$ cat src/rtl/alsu_arbiter_if.sv
// Bundle between the ALSU arbiter and its surroundings: two command requesters,
// the shared ALSU pins, and the response channel.
// Latency: none (wires only). Backpressure: valid/ready on both request and response sides.
// Ports: slave = arbiter view, master = requester/ALSU/consumer view.
interface alsu_arbiter_if;
    // requester side, cmd = {bypass_B, bypass_A, red_op_B, red_op_A, direction, serial_in, cin, opcode, B, A}
    logic        req0_valid;
    logic        req0_ready;
    logic [15:0] req0_cmd;
    logic        req1_valid;
    logic        req1_ready;
    logic [15:0] req1_cmd;

    // shared ALSU pins
    logic [2:0]  alsu_A;
    logic [2:0]  alsu_B;
    logic [2:0]  alsu_opcode;
    logic        alsu_cin;
    logic        alsu_serial_in;
    logic        alsu_direction;
    logic        alsu_red_op_A;
    logic        alsu_red_op_B;
    logic        alsu_bypass_A;
    logic        alsu_bypass_B;
    logic [5:0]  alsu_out;

    // response side
    logic        rsp_valid;
    logic        rsp_ready;
    logic        rsp_id;
    logic [5:0]  rsp_data;
    logic        rsp_err;

    logic        busy;

    modport slave (
        input  req0_valid, req0_cmd, req1_valid, req1_cmd, alsu_out, rsp_ready,
        output req0_ready, req1_ready,
        output alsu_A, alsu_B, alsu_opcode, alsu_cin, alsu_serial_in, alsu_direction,
        output alsu_red_op_A, alsu_red_op_B, alsu_bypass_A, alsu_bypass_B,
        output rsp_valid, rsp_id, rsp_data, rsp_err, busy
    );

    modport master (
        output req0_valid, req0_cmd, req1_valid, req1_cmd, alsu_out, rsp_ready,
        input  req0_ready, req1_ready,
        input  alsu_A, alsu_B, alsu_opcode, alsu_cin, alsu_serial_in, alsu_direction,
        input  alsu_red_op_A, alsu_red_op_B, alsu_bypass_A, alsu_bypass_B,
        input  rsp_valid, rsp_id, rsp_data, rsp_err, busy
    );
endinterface

$ cat src/rtl/alsu_arbiter.sv
// Round-robin arbiter sharing one ALSU between two requesters; opcodes 6/7 rejected locally.
// Latency: accept T -> rsp_valid T+LATENCY+2 (error path T+1); one command in flight.
// Backpressure: requesters see ready only in IDLE; response held until rsp_valid & rsp_ready.
// Ports: clk, rst (async active-high), bus (alsu_arbiter_if.slave: req0/req1, alsu pins, rsp, busy).
module alsu_arbiter #(
    parameter int LATENCY = 2
) (
    input logic           clk,
    input logic           rst,
    alsu_arbiter_if.slave bus
);
    localparam logic [1:0] IDLE  = 2'd0;
    localparam logic [1:0] ISSUE = 2'd1;
    localparam logic [1:0] WAIT  = 2'd2;
    localparam logic [1:0] RESP  = 2'd3;

    localparam logic [2:0] LAST_WAIT = 3'(LATENCY - 1);

    logic [1:0]  state;
    logic        last_grant;
    logic [2:0]  wait_cnt;
    logic [15:0] pins;          // latched command, visible on the ALSU pins only in ISSUE
    logic        rsp_valid_q;
    logic        rsp_id_q;
    logic        rsp_err_q;
    logic [5:0]  rsp_data_q;

    logic        grant;
    logic        accept;
    logic [15:0] sel_cmd;
    logic        illegal;

    // On a tie the requester not served last time wins; otherwise whoever is valid.
    always_comb begin
        grant   = (bus.req0_valid && bus.req1_valid) ? ~last_grant : bus.req1_valid;
        accept  = (state == IDLE) && (bus.req0_valid || bus.req1_valid);
        sel_cmd = grant ? bus.req1_cmd : bus.req0_cmd;
        illegal = (sel_cmd[8:6] >= 3'd6);
    end

    assign bus.req0_ready = !rst && (state == IDLE) && bus.req0_valid && !grant;
    assign bus.req1_ready = !rst && (state == IDLE) && bus.req1_valid && grant;

    always_ff @(posedge clk or posedge rst) begin
        if (rst) begin
            state       <= IDLE;
            last_grant  <= 1'b1;
            wait_cnt    <= 3'd0;
            pins        <= 16'd0;
            rsp_valid_q <= 1'b0;
            rsp_id_q    <= 1'b0;
            rsp_err_q   <= 1'b0;
            rsp_data_q  <= 6'd0;
        end else begin
            case (state)
                IDLE: begin
                    if (accept) begin
                        last_grant <= grant;
                        rsp_id_q   <= grant;
                        if (illegal) begin
                            // never touches the ALSU; answer straight away
                            rsp_err_q   <= 1'b1;
                            rsp_data_q  <= 6'd0;
                            rsp_valid_q <= 1'b1;
                            state       <= RESP;
                        end else begin
                            pins  <= sel_cmd;
                            state <= ISSUE;
                        end
                    end
                end
                ISSUE: begin
                    pins     <= 16'd0;
                    wait_cnt <= 3'd0;
                    state    <= WAIT;
                end
                WAIT: begin
                    if (wait_cnt == LAST_WAIT) begin
                        rsp_data_q  <= bus.alsu_out;
                        rsp_err_q   <= 1'b0;
                        rsp_valid_q <= 1'b1;
                        state       <= RESP;
                    end else begin
                        wait_cnt <= wait_cnt + 3'd1;
                    end
                end
                RESP: begin
                    if (bus.rsp_ready) begin
                        rsp_valid_q <= 1'b0;
                        state       <= IDLE;
                    end
                end
                default: state <= IDLE;
            endcase
        end
    end

    assign bus.alsu_A         = pins[2:0];
    assign bus.alsu_B         = pins[5:3];
    assign bus.alsu_opcode    = pins[8:6];
    assign bus.alsu_cin       = pins[9];
    assign bus.alsu_serial_in = pins[10];
    assign bus.alsu_direction = pins[11];
    assign bus.alsu_red_op_A  = pins[12];
    assign bus.alsu_red_op_B  = pins[13];
    assign bus.alsu_bypass_A  = pins[14];
    assign bus.alsu_bypass_B  = pins[15];

    assign bus.rsp_valid = rsp_valid_q;
    assign bus.rsp_id    = rsp_id_q;
    assign bus.rsp_data  = rsp_data_q;
    assign bus.rsp_err   = rsp_err_q;
    assign bus.busy      = (state != IDLE);
endmodule

$ cat src/flat_wrapper.sv
// flat-port wrapper written by rule: the top's interface ports become plain ports
module alsu_arbiter_flat 
#(
    parameter int LATENCY = 2
)
  (clk, rst, bus_req0_valid, bus_req0_cmd, bus_req1_valid, bus_req1_cmd, bus_alsu_out, bus_rsp_ready, bus_req0_ready, bus_req1_ready, bus_alsu_A, bus_alsu_B, bus_alsu_opcode, bus_alsu_cin, bus_alsu_serial_in, bus_alsu_direction, bus_alsu_red_op_A, bus_alsu_red_op_B, bus_alsu_bypass_A, bus_alsu_bypass_B, bus_rsp_valid, bus_rsp_id, bus_rsp_data, bus_rsp_err, bus_busy);
  alsu_arbiter_if bus_i ();
  input logic clk;
  input logic rst;
  input wire logic [$bits(bus_i.req0_valid)-1:0] bus_req0_valid;
  input wire logic [$bits(bus_i.req0_cmd)-1:0] bus_req0_cmd;
  input wire logic [$bits(bus_i.req1_valid)-1:0] bus_req1_valid;
  input wire logic [$bits(bus_i.req1_cmd)-1:0] bus_req1_cmd;
  input wire logic [$bits(bus_i.alsu_out)-1:0] bus_alsu_out;
  input wire logic [$bits(bus_i.rsp_ready)-1:0] bus_rsp_ready;
  output wire logic [$bits(bus_i.req0_ready)-1:0] bus_req0_ready;
  output wire logic [$bits(bus_i.req1_ready)-1:0] bus_req1_ready;
  output wire logic [$bits(bus_i.alsu_A)-1:0] bus_alsu_A;
  output wire logic [$bits(bus_i.alsu_B)-1:0] bus_alsu_B;
  output wire logic [$bits(bus_i.alsu_opcode)-1:0] bus_alsu_opcode;
  output wire logic [$bits(bus_i.alsu_cin)-1:0] bus_alsu_cin;
  output wire logic [$bits(bus_i.alsu_serial_in)-1:0] bus_alsu_serial_in;
  output wire logic [$bits(bus_i.alsu_direction)-1:0] bus_alsu_direction;
  output wire logic [$bits(bus_i.alsu_red_op_A)-1:0] bus_alsu_red_op_A;
  output wire logic [$bits(bus_i.alsu_red_op_B)-1:0] bus_alsu_red_op_B;
  output wire logic [$bits(bus_i.alsu_bypass_A)-1:0] bus_alsu_bypass_A;
  output wire logic [$bits(bus_i.alsu_bypass_B)-1:0] bus_alsu_bypass_B;
  output wire logic [$bits(bus_i.rsp_valid)-1:0] bus_rsp_valid;
  output wire logic [$bits(bus_i.rsp_id)-1:0] bus_rsp_id;
  output wire logic [$bits(bus_i.rsp_data)-1:0] bus_rsp_data;
  output wire logic [$bits(bus_i.rsp_err)-1:0] bus_rsp_err;
  output wire logic [$bits(bus_i.busy)-1:0] bus_busy;
  assign bus_i.req0_valid = bus_req0_valid;
  assign bus_i.req0_cmd = bus_req0_cmd;
  assign bus_i.req1_valid = bus_req1_valid;
  assign bus_i.req1_cmd = bus_req1_cmd;
  assign bus_i.alsu_out = bus_alsu_out;
  assign bus_i.rsp_ready = bus_rsp_ready;
  assign bus_req0_ready = bus_i.req0_ready;
  assign bus_req1_ready = bus_i.req1_ready;
  assign bus_alsu_A = bus_i.alsu_A;
  assign bus_alsu_B = bus_i.alsu_B;
  assign bus_alsu_opcode = bus_i.alsu_opcode;
  assign bus_alsu_cin = bus_i.alsu_cin;
  assign bus_alsu_serial_in = bus_i.alsu_serial_in;
  assign bus_alsu_direction = bus_i.alsu_direction;
  assign bus_alsu_red_op_A = bus_i.alsu_red_op_A;
  assign bus_alsu_red_op_B = bus_i.alsu_red_op_B;
  assign bus_alsu_bypass_A = bus_i.alsu_bypass_A;
  assign bus_alsu_bypass_B = bus_i.alsu_bypass_B;
  assign bus_rsp_valid = bus_i.rsp_valid;
  assign bus_rsp_id = bus_i.rsp_id;
  assign bus_rsp_data = bus_i.rsp_data;
  assign bus_rsp_err = bus_i.rsp_err;
  assign bus_busy = bus_i.busy;
  alsu_arbiter #(.LATENCY(LATENCY)) u_core (.clk(clk), .rst(rst), .bus(bus_i));
endmodule
$ cat config.mk
export PLATFORM = sky130hd
export DESIGN_NAME = alsu_arbiter_flat
export DESIGN_NICKNAME = d
export VERILOG_FILES = /design/src/rtl/alsu_arbiter_if.sv /design/src/rtl/alsu_arbiter.sv /design/src/flat_wrapper.sv
export SDC_FILE = /design/constraint.sdc
export NUM_CORES = 1
export LEC_CHECK = 0
export ABC_AREA = 1
export BUFFER_PORTS_ARGS = -buffer_cell sky130_fd_sc_hd__buf_2
export CAP_MARGIN = 20
export CORE_UTILIZATION = 44
export DETAILED_ROUTE_END_ITERATION = 8
export HOLD_SLACK_MARGIN = 0.1
export PLACE_DENSITY = 0.8
export SLEW_MARGIN = 20
export SYNTH_ARGS = -nofsm -noshare
export SYNTH_HDL_FRONTEND = slang
export SYNTH_SLANG_ARGS = --single-unit
$ cat constraint.sdc
create_clock -name clk -period 1.7 [get_ports clk]
set_clock_uncertainty 0.2 [all_clocks]
set_input_delay 0.34 -clock clk [delete_from_list [all_inputs] [get_ports clk]]
set_output_delay 0.34 -clock clk [all_outputs]
set_load 0.05 [all_outputs]
==> flow_summary.ini, run 1 <==
[status]
run_status = finished with violations
violations = negative setup slack

[global_route]
grt_use_total_pct = 24.07
grt_max_degree = 32
grt_pass1_vias = 1787
grt_pass1_wl_um = 7935
grt_overflow = 0
antenna_found_initial = 0

[placement]
dpl-instance-area_sq_um = 2382
io_buffer_count = 70
gp_congestion = 0.8250
post-dp-hpwl_um = 3283
dp.cells = 363

[timing]
setup_violations = 28
setup_ws_ns = -0.2683
rsz0062_at_grt = yes
drv_slew = 0
tightest_slew_ns = 0.4028
fin_crit_ns = 1.968
max_slew_margin_pct = 73.15
min_period_over_period_pct = 115.8
hold_viol = 0
clock.fmax_mhz = 508.0
whs_ns = 0.1708

[worst_setup_path]
cp-start-kind = flop
worst_ep_required_time_ns = 1.16
crit_fanout = 3
critPathArrivalTime_ns = 1.43
endpoint_kind = output pin
critical_path_class = reg -> out

[synthesis]
ys_ff_latch = 31
ys_types = 25
yosysMostFrequentCell = nand2_1
synth_nets = 280
yosysSeqAreaShare_pct = 43.22
yosysTopAreaCell = dfrtp_1
synth_commonest_cells = nand2_1 (77), dfrtp_1 (30), nand3_1 (30)
synth_edf_count = 0
yosys_warnings = 0
netlist_area_sq_um = 1798
netlist.area_leader.share_pct = 41.75
async_flop_share_pct = 100.0
syn_avg_cell_area_sq_um = 7.817
netlist_instances = 230
synth_ff_type = dfrtp_1
synth_area_leaders = dfrtp_1 (42%), nand2_1 (16%), nand3_1 (8.4%), nand2_2 (5.9%), ha_1 (4.9%)

[floorplan]
die_area_sq_um = 4346
placement_rows = 22
io_pins = 71
design.core.area_sq_um = 3799
chipHeight_um = 65.93
die_w_um = 65.93
start_util_pct = 47.33

[flow_run]
max_cap_viol_count = 0

[detailed_routing]
wl_per_cell_um = 17.39
drt_wl_total_um = 6818
drcViolationCount = 0
ant_nets = 0
via_count = 2136
drtPass1Iterations = 5
routed_via_density = 5.449
drt_iter0_drc = 224

[clock_tree]
clk_latency_ns = 0.29
cts_tree = built
cts_made_buffers = 5
clkTransAtPathRegs_ns = 0.07
clock-sinks = 31
h-tree-depth = 2
root_buffer = clkbuf_8
cts_max_path_buffers = 2

[finish]
diodes = 0
drive_gt1_share_pct = 56.98
final_area_sq_um = 3025
nets = 393
instances_no_fill = 392
areaGrowthSynthToFinish_pct = 68.27

[power_and_ir_drop]
power.density_cell_area_nw_per_um2 = 2162
p_leak_uw = 0.001651
vdd_drop_max_mv = 1.089

[worst_hold_path]
hold_class = in -> reg
==> worst paths after layout <==
kind                       cells past startpoint  slack, ns                                  to                               start
min in group asynchronous                      4       0.60  u_core.bus.rsp_data[2]$_DFFE_PP0P_                                 rst
setup / recovery                               5      -0.27                      bus_req0_ready       u_core.last_grant$_DFFE_PP1P_
max in group asynchronous                      4       0.37       u_core.last_grant$_DFFE_PP1P_                                 rst
hold reg to reg                                2       0.27  u_core.bus.rsp_data[2]$_DFFE_PP0P_  u_core.bus.rsp_data[2]$_DFFE_PP0P_
hold / removal                                 5       0.17          u_core.pins[3]$_DFFE_PP0P_                     bus_req1_cmd[3]
setup reg to reg                              11      -0.23         u_core.pins[13]$_DFFE_PP0P_       u_core.last_grant$_DFFE_PP1P_
==> area by class of cell <==
class                           count  area (sq um)
Clock buffer                        7         86.33
Clock inverter                      1         5.005
Fill cell                         232         773.2
Inverter                           17         77.57
Multi-Input combinational cell    175          1232
Sequential cell                    31         777.0
Tap cell                           48         60.06
Timing Repair Buffer              113         787.0
==> flip-flops by register name, indices dropped and copies added, names as in the netlist <==
| signal | flops |
|---|---|
| u_core.bus.rsp_data | 6 |
| u_core.bus.rsp_err | 1 |
| u_core.bus.rsp_id | 1 |
| u_core.bus.rsp_valid | 1 |
| u_core.last_grant | 1 |
| u_core.pins | 16 |
| u_core.state | 2 |
| u_core.wait_cnt | 3 |
==> logic make-up (layout without fill, tap and decap cells) <==
logic type      count (synthesis)  count (layout)  share of synthesized area (%)
simple gates                  142             143                          37.58
flops                          31              31                          43.22
buf+inv                        25             138                          6.333
compound gates                 24              24                          7.516
fa+ha+maj                       7               7                          4.871
xor+xnor                        1               1                         0.4872
==> critical path, stage by stage, from the launching register on <==
cell     delay [ns]
dfstp_2        0.60
nand2_4        0.08
nand2_4        0.10
inv_4          0.06
nor2_4         0.13
buf_6          0.17
==> metal layers <==
layer	GRT usage, %	part of all wire, %	vias up
met1	31.21	36	995
met2	41.20	50	130
met5	0	0	-
met3	1.897	7.0	50
li1	-	-	961
met4	9.239	6.7	0
==> metrics by stage <==
stage	TNS (ns)	total power (uW)	utilization [%]	setup WS, ns
detailed placement	-0.4898	4559	62.71	-0.06852
floorplan	-0.01670	3698	-	-0.01287
global route	-5.661	6856	79.64	-0.2641
global placement	-0.1401	4491	62.71	-0.02364
finish	-5.043	6541	79.64	-0.2683
CTS	-0.8553	5432	68.35	-0.1557
==> timing repair <==
action                                  in CTS  in global routing
resized for setup                           24                 61
pin swaps                                    6                 30
hold buffers                                 1                  0
gates cloned                                 0                  2
endpoints found under the setup margin      15                 30
hold endpoints to repair                    30                  0
setup buffers                                4                 15
==> power by group <==
group / switching [uW] / internal, uW / total (uW) / leakage (uW)
sequential: 244 / 1080 / 1320 / 0.000395
clock: 291 / 326 / 618 / 0.0000482
combinational: 2990 / 1610 / 4600 / 0.00121
==> placed cells by master (no fill, tap or decap), drive strengths merged <==
master / count
buf: 111
nand2: 100
dfrtp: 30
nand3: 30
a21oi: 17
inv: 16
nor2: 9
clkbuf: 8
ha: 7
o21ai: 5
nand4: 2
xor2: 1
or2: 1
nor3: 1
o22ai: 1
clkinvlp: 1
a21boi: 1
clkinv: 1
dlygate4sd3: 1
dfstp: 1
No activity file was read; power rests on OpenSTA's default activity.
==> inputs of run 2 (changes only) <==
--- a/config.mk
+++ b/config.mk
@@ -8,10 +8,10 @@
 export ABC_AREA = 1
 export BUFFER_PORTS_ARGS = -buffer_cell sky130_fd_sc_hd__buf_2
 export CAP_MARGIN = 20
-export CORE_UTILIZATION = 44
+export CORE_UTILIZATION = 48
 export DETAILED_ROUTE_END_ITERATION = 8
 export HOLD_SLACK_MARGIN = 0.1
-export PLACE_DENSITY = 0.8
+export PLACE_DENSITY = 0.83
 export SLEW_MARGIN = 20
 export SYNTH_ARGS = -nofsm -noshare
 export SYNTH_HDL_FRONTEND = slang
==> constraint.sdc (replaced) <==
create_clock -name clk -period 1.85 [get_ports clk]
set_clock_uncertainty 0.2 [all_clocks]
set_input_delay 0.37 -clock clk [delete_from_list [all_inputs] [get_ports clk]]
set_output_delay 0.37 -clock clk [all_outputs]
set_load 0.05 [all_outputs]
==> flow_summary.ini, run 2 (same netlist as run 1, synthesis figures left out) <==
[status]
run_status = finished with violations
violations = negative setup slack

[placement]
io_buffer_count = 70
dpl_worst_slack_ns = 0.01451
dp.cells = 349
gp_congestion = 0.7868
post-dp-hpwl_um = 3021

[worst_setup_path]
crit_fanout = 4
r2r_cells = 10
r2r-end = u_core.bus.rsp_valid$_DFFE_PP0P_
slowest_stage = dfrtp_1
cp-start-kind = flop
r2r-start = u_core.state[0]$_DFFE_PP0P_
critPathArrivalTime_ns = 1.31
cpPeakStageDelay_ns = 0.39
rrSetupSlack_ns = 0.10
path_cells = inv_2, ha_4, nand3_4, nor2_4, buf_6
endpoint_kind = output pin
critical_path_class = reg -> out
worst_ep_required_time_ns = 1.28
crit_path_start = u_core.state[0]$_DFFE_PP0P_

[worst_hold_path]
hold_class = in -> reg
min_delay_path_depth = 5
hold_path_end = u_core.bus.rsp_data[0]$_DFFE_PP0P_
hold_start = bus_alsu_out[0]

[timing]
drv_slew = 0
hold_viol = 0
max_slew_margin_pct = 74.21
fin_crit_ns = 1.882
setup_violations = 2
whs_ns = 0.2035
min_period_over_period_pct = 101.7
clock.fmax_mhz = 531.3
setup_ws_ns = -0.03203
rsz0062_at_grt = yes
tightest_slew_ns = 0.3869

[clock_tree]
clk_latency_ns = 0.29
cts_max_path_buffers = 2
h-tree-depth = 2
cts_made_buffers = 5
root_buffer = clkbuf_8
cts_tree = built
clkTransAtPathRegs_ns = 0.07
clock-sinks = 31

[finish]
largest_reg_flops = 16
fillers = 313
nets = 368
diodes = 0
layout_common_cells = nand2_1 (74), buf_2 (67), dfrtp_1 (30), nand3_1 (29), buf_4 (18)
top_register = u_core.pins
areaGrowthSynthToFinish_pct = 39.25
drive_gt1_share_pct = 42.77
instances_no_fill = 364
final_common_cell = nand2_1

[global_route]
antenna_found_initial = 0
grt_overflow = 0
grt_pass1_vias = 1660
grt_use_total_pct = 22.36
grt_max_degree = 32
grt_pass1_wl_um = 6865

[detailed_routing]
dr_wl_met2_um = 2080
met3_length_um = 198
drt_wl_total_um = 4212
via_count = 1783
drtPass1Iterations = 4
wl_per_cell_um = 11.57
drt_iter0_drc = 100
met1_length_um = 1829
routed_via_density = 4.898
top_layer_used = met4
ant_nets = 0
drcViolationCount = 0

[floorplan]
placement_rows = 21
design.core.area_sq_um = 3468
chipHeight_um = 63.20
die_w_um = 63.20
die_area_sq_um = 3994
io_pins = 71
start_util_pct = 51.84

[power_and_ir_drop]
power.density_cell_area_nw_per_um2 = 1913
p_leak_uw = 0.001426
vdd_drop_max_mv = 0.9746

[flow_run]
max_cap_viol_count = 0
==> run 2: changes by cell type in the layout (fill, tap and decap cells not counted), moves of 4 or more <==
cell     delta
buf_4      -13
buf_6       -4
nand2_1    +11
nand2_4     -6
nand3_1    +18
nand3_2    -17
==> run 2: final cells by class <==
class	instances	area [sq um]	share of cell area, %
multi-input combinational	174	997.2	39.83
timing repair buffer	89	514.2	20.54
inverter	17	70.07	2.799
sequential	31	777.0	31.03
clock buffer	6	82.58	3.298
clock inverter	1	5.005	0.1999
tap	46	57.56	2.299
==> run 2: worst max-delay path by stage <==
stage / end / cells past startpoint
after floorplan: bus_req0_ready / 3
after global placement: bus_req1_ready / 5
after detailed placement: u_core.wait_cnt[2]$_DFFE_PP0P_ / 7
after CTS: bus_req0_ready / 5
after global routing: bus_req0_ready / 5
final: bus_req0_ready / 5
==> run 2: power by group <==
group	internal, uW	total (uW)	switching (uW)
Sequential	988	1150	157
Clock	291	540	249
Combinational	964	3110	2140
==> run 2: stage by stage <==
stage | total power (uW) | setup TNS (ns) | utilization [%] | instance area, sq um
after CTS | 4659 | -0.01477 | 70.13 | 2432
after detailed placement | 3977 | 0 | 64.94 | 2252
final | 4791 | -0.04251 | 72.19 | 2504
after global routing | 5141 | -0.2338 | 72.19 | 2504
after global placement | 3924 | 0 | 64.94 | 2252
after floorplan | 3350 | -0.05332 | - | 1812
==> run 2: what timing repair did <==
action	in CTS	in global routing
cloned	0	0
buffers inserted	4	3
hold buffers	1	0
pin swaps	4	5
resized for setup	15	11
endpoints found under the setup margin	4	18
hold endpoints to repair	30	0
==> run 2: worst max-delay path, delay by kind of cell (launching register included) <==
kind | cells | cell delay, ns
buf+inv | 2 | 0.26
flops | 1 | 0.39
fa+ha+maj | 1 | 0.19
simple gates | 2 | 0.18
==> run 2: metal layers <==
metal | global-route usage (%) | vias to the layer above
met3 | 4.167 | 9
met5 | 0 | -
li1 | - | 912
met1 | 26.16 | 809
met2 | 38.17 | 53
met4 | 12.78 | 0
==> inputs of run 3 (changes only) <==
--- a/config.mk
+++ b/config.mk
@@ -12,6 +12,7 @@
 export DETAILED_ROUTE_END_ITERATION = 8
 export HOLD_SLACK_MARGIN = 0.1
 export PLACE_DENSITY = 0.83
+export REMOVE_ABC_BUFFERS = 1
 export SLEW_MARGIN = 20
 export SYNTH_ARGS = -nofsm -noshare
 export SYNTH_HDL_FRONTEND = slang
==> flow_summary.ini, run 3 (same netlist as run 1, synthesis figures left out) <==
[placement]
post-dp-hpwl_um = 3238
dp.cells = 348
io_buffer_count = 70
gp_congestion = 0.7885

[power_and_ir_drop]
power.density_cell_area_nw_per_um2 = 2008
p_leak_uw = 0.001479
p_switching_uw = 2712
combinationalPowerShare_pct = 63.9
p_seq_share_pct = 22.4
power_uw = 5168
intPower_uw = 2456
clkPwrFrac_pct = 13.6
swShare_pct = 52.48
vdd_drop_max_mv = 1.327

[timing]
rsz0062_at_grt = yes
min_period_over_period_pct = 100.7
max_slew_margin_pct = 73.82
setup_violations = 3
setup_ws_ns = -0.01295
drv_slew = 0
hold_viol = 0
fin_crit_ns = 1.863
tightest_slew_ns = 0.3928
clock.fmax_mhz = 536.8

[finish]
fillers = 274
largest_reg_flops = 16
instances_no_fill = 370
seqCellArea_sq_um = 777.0
top_register = u_core.pins
multi_input_area_sq_um = 998.5
final_common_cell = nand2_1
layout_common_cells = nand2_1 (75), buf_2 (67), dfrtp_1 (30), nand3_1 (29), buf_4 (21)
areaGrowthSynthToFinish_pct = 43.15
nets = 373
diodes = 0
drive_gt1_share_pct = 42.90

[worst_setup_path]
cp-start-kind = flop
critical_path_class = reg -> reg
cpPeakStageDelay_ns = 0.56
endpoint_kind = flop
worst_ep_required_time_ns = 1.81
r2r-start = u_core.last_grant$_DFFE_PP1P_
slowest_stage = dfstp_2
crit_fanout = 5
crit_buf_inv = 2
path_cells = nand2_4, buf_4, nand3_1, nand2_2, nand2_4, nand2_8, buf_4, nand3_1, nand2_1
critPathArrivalTime_ns = 1.83
path_delay_family = simple AND/OR/NAND/NOR gates
crit_path_start = u_core.last_grant$_DFFE_PP1P_

[detailed_routing]
ant_nets = 0
drt_iter0_drc = 115
via_count = 1915
drtPass1Iterations = 4
routed_via_density = 5.176
drt_wl_total_um = 5267
wl_per_cell_um = 14.24
drcViolationCount = 0

[clock_tree]
clock-sinks = 31
clk_latency_ns = 0.28
cts_max_path_buffers = 2
h-tree-depth = 2
cts_made_buffers = 5
root_buffer = clkbuf_8
cts_tree = built
clkTransAtPathRegs_ns = 0.07

[floorplan]
placement_rows = 21
die_area_sq_um = 3994
design.core.area_sq_um = 3468
start_util_pct = 51.84
io_pins = 71
chipHeight_um = 63.20
die_w_um = 63.20

[global_route]
grt_overflow = 0
antenna_found_initial = 0
grt_max_degree = 32
grt_use_total_pct = 25.93
grt_pass1_vias = 1765
grt_pass1_wl_um = 7838

[status]
run_status = finished with violations
violations = negative setup slack

[worst_hold_path]
hold_class = in -> reg
hold_start = bus_alsu_out[5]

[flow_run]
max_cap_viol_count = 0
[run 3: final cells by class]
| class | instances | area share (%) |
|---|---|---|
| clock buffers | 6 | 3.209 |
| clock inverters | 2 | 1.361 |
| inverters | 17 | 2.577 |
| multi-input cells | 175 | 38.79 |
| flip-flops and latches | 31 | 30.19 |
| well taps | 46 | 2.236 |
| repair buffers | 93 | 21.63 |
[run 3: path summary, 6_finish.rpt]
check | slack [ns] | cells after the start | endpoint
setup / recovery | -0.01 | 9 | u_core.pins[5]$_DFFE_PP0P_
min in group asynchronous | 0.63 | 4 | u_core.bus.rsp_id$_DFFE_PP0P_
setup reg to reg | -0.01 | 9 | u_core.pins[5]$_DFFE_PP0P_
hold reg to reg | 0.27 | 2 | u_core.bus.rsp_data[4]$_DFFE_PP0P_
max in group asynchronous | 0.51 | 4 | u_core.last_grant$_DFFE_PP1P_
hold / removal | 0.20 | 5 | u_core.bus.rsp_data[5]$_DFFE_PP0P_
[run 3: what timing repair did]
| action | CTS | global route |
|---|---|---|
| setup buffers | 6 | 6 |
| pin swaps | 5 | 7 |
| gates resized for setup | 17 | 11 |
| hold endpoints to repair | 30 | 0 |
| endpoints found under the setup margin | 17 | 29 |
| hold buffers | 1 | 0 |
| gates cloned | 0 | 1 |
[run 3: layer usage]
layer,global-route usage [%],wire [um],share of wire (%),up-vias
li1,-,-,-,921
met1,32.71,2155,41,903
met2,40.32,2647,50,73
met3,6.703,270,5.1,18
met4,14.49,193,3.7,0
met5,0,0,0,-
[run 3: per-stage QoR]
step / TNS (ns) / util [%] / cell area [sq um] / hold WS, ns / setup WS [ns]
after floorplan: -0.8118 / - / 1748 / 0.2609 / -0.5965
after global placement: 0 / 64.32 / 2231 / 0.2502 / 0.06376
after detailed placement: -0.04289 / 64.32 / 2231 / 0.2541 / -0.02323
after CTS: 0 / 70.96 / 2461 / 0.1948 / 0.003405
after global routing: -0.2285 / 74.21 / 2574 / 0.2276 / -0.05377
final: -0.02232 / 74.21 / 2574 / 0.1986 / -0.01295
[run 3: power by group through the flow]
stage	clock, uW	sequential (uW)	combinational [uW]
4_1_cts	705	1150	3020
2_1_floorplan	0	1930	1330
3_5_place_dp	0	1160	2840
5_1_grt	739	1190	3560
6_report	705	1160	3300
3_3_place_gp	0	1150	2800
[run 3: worst register-to-register path: cells and delay by family (launching register included)]
| family | cells | cell delay [ns] |
|---|---|---|
| buffers and inverters | 2 | 0.30 |
| flip-flops | 1 | 0.56 |
| AND/OR/NAND/NOR | 7 | 0.69 |
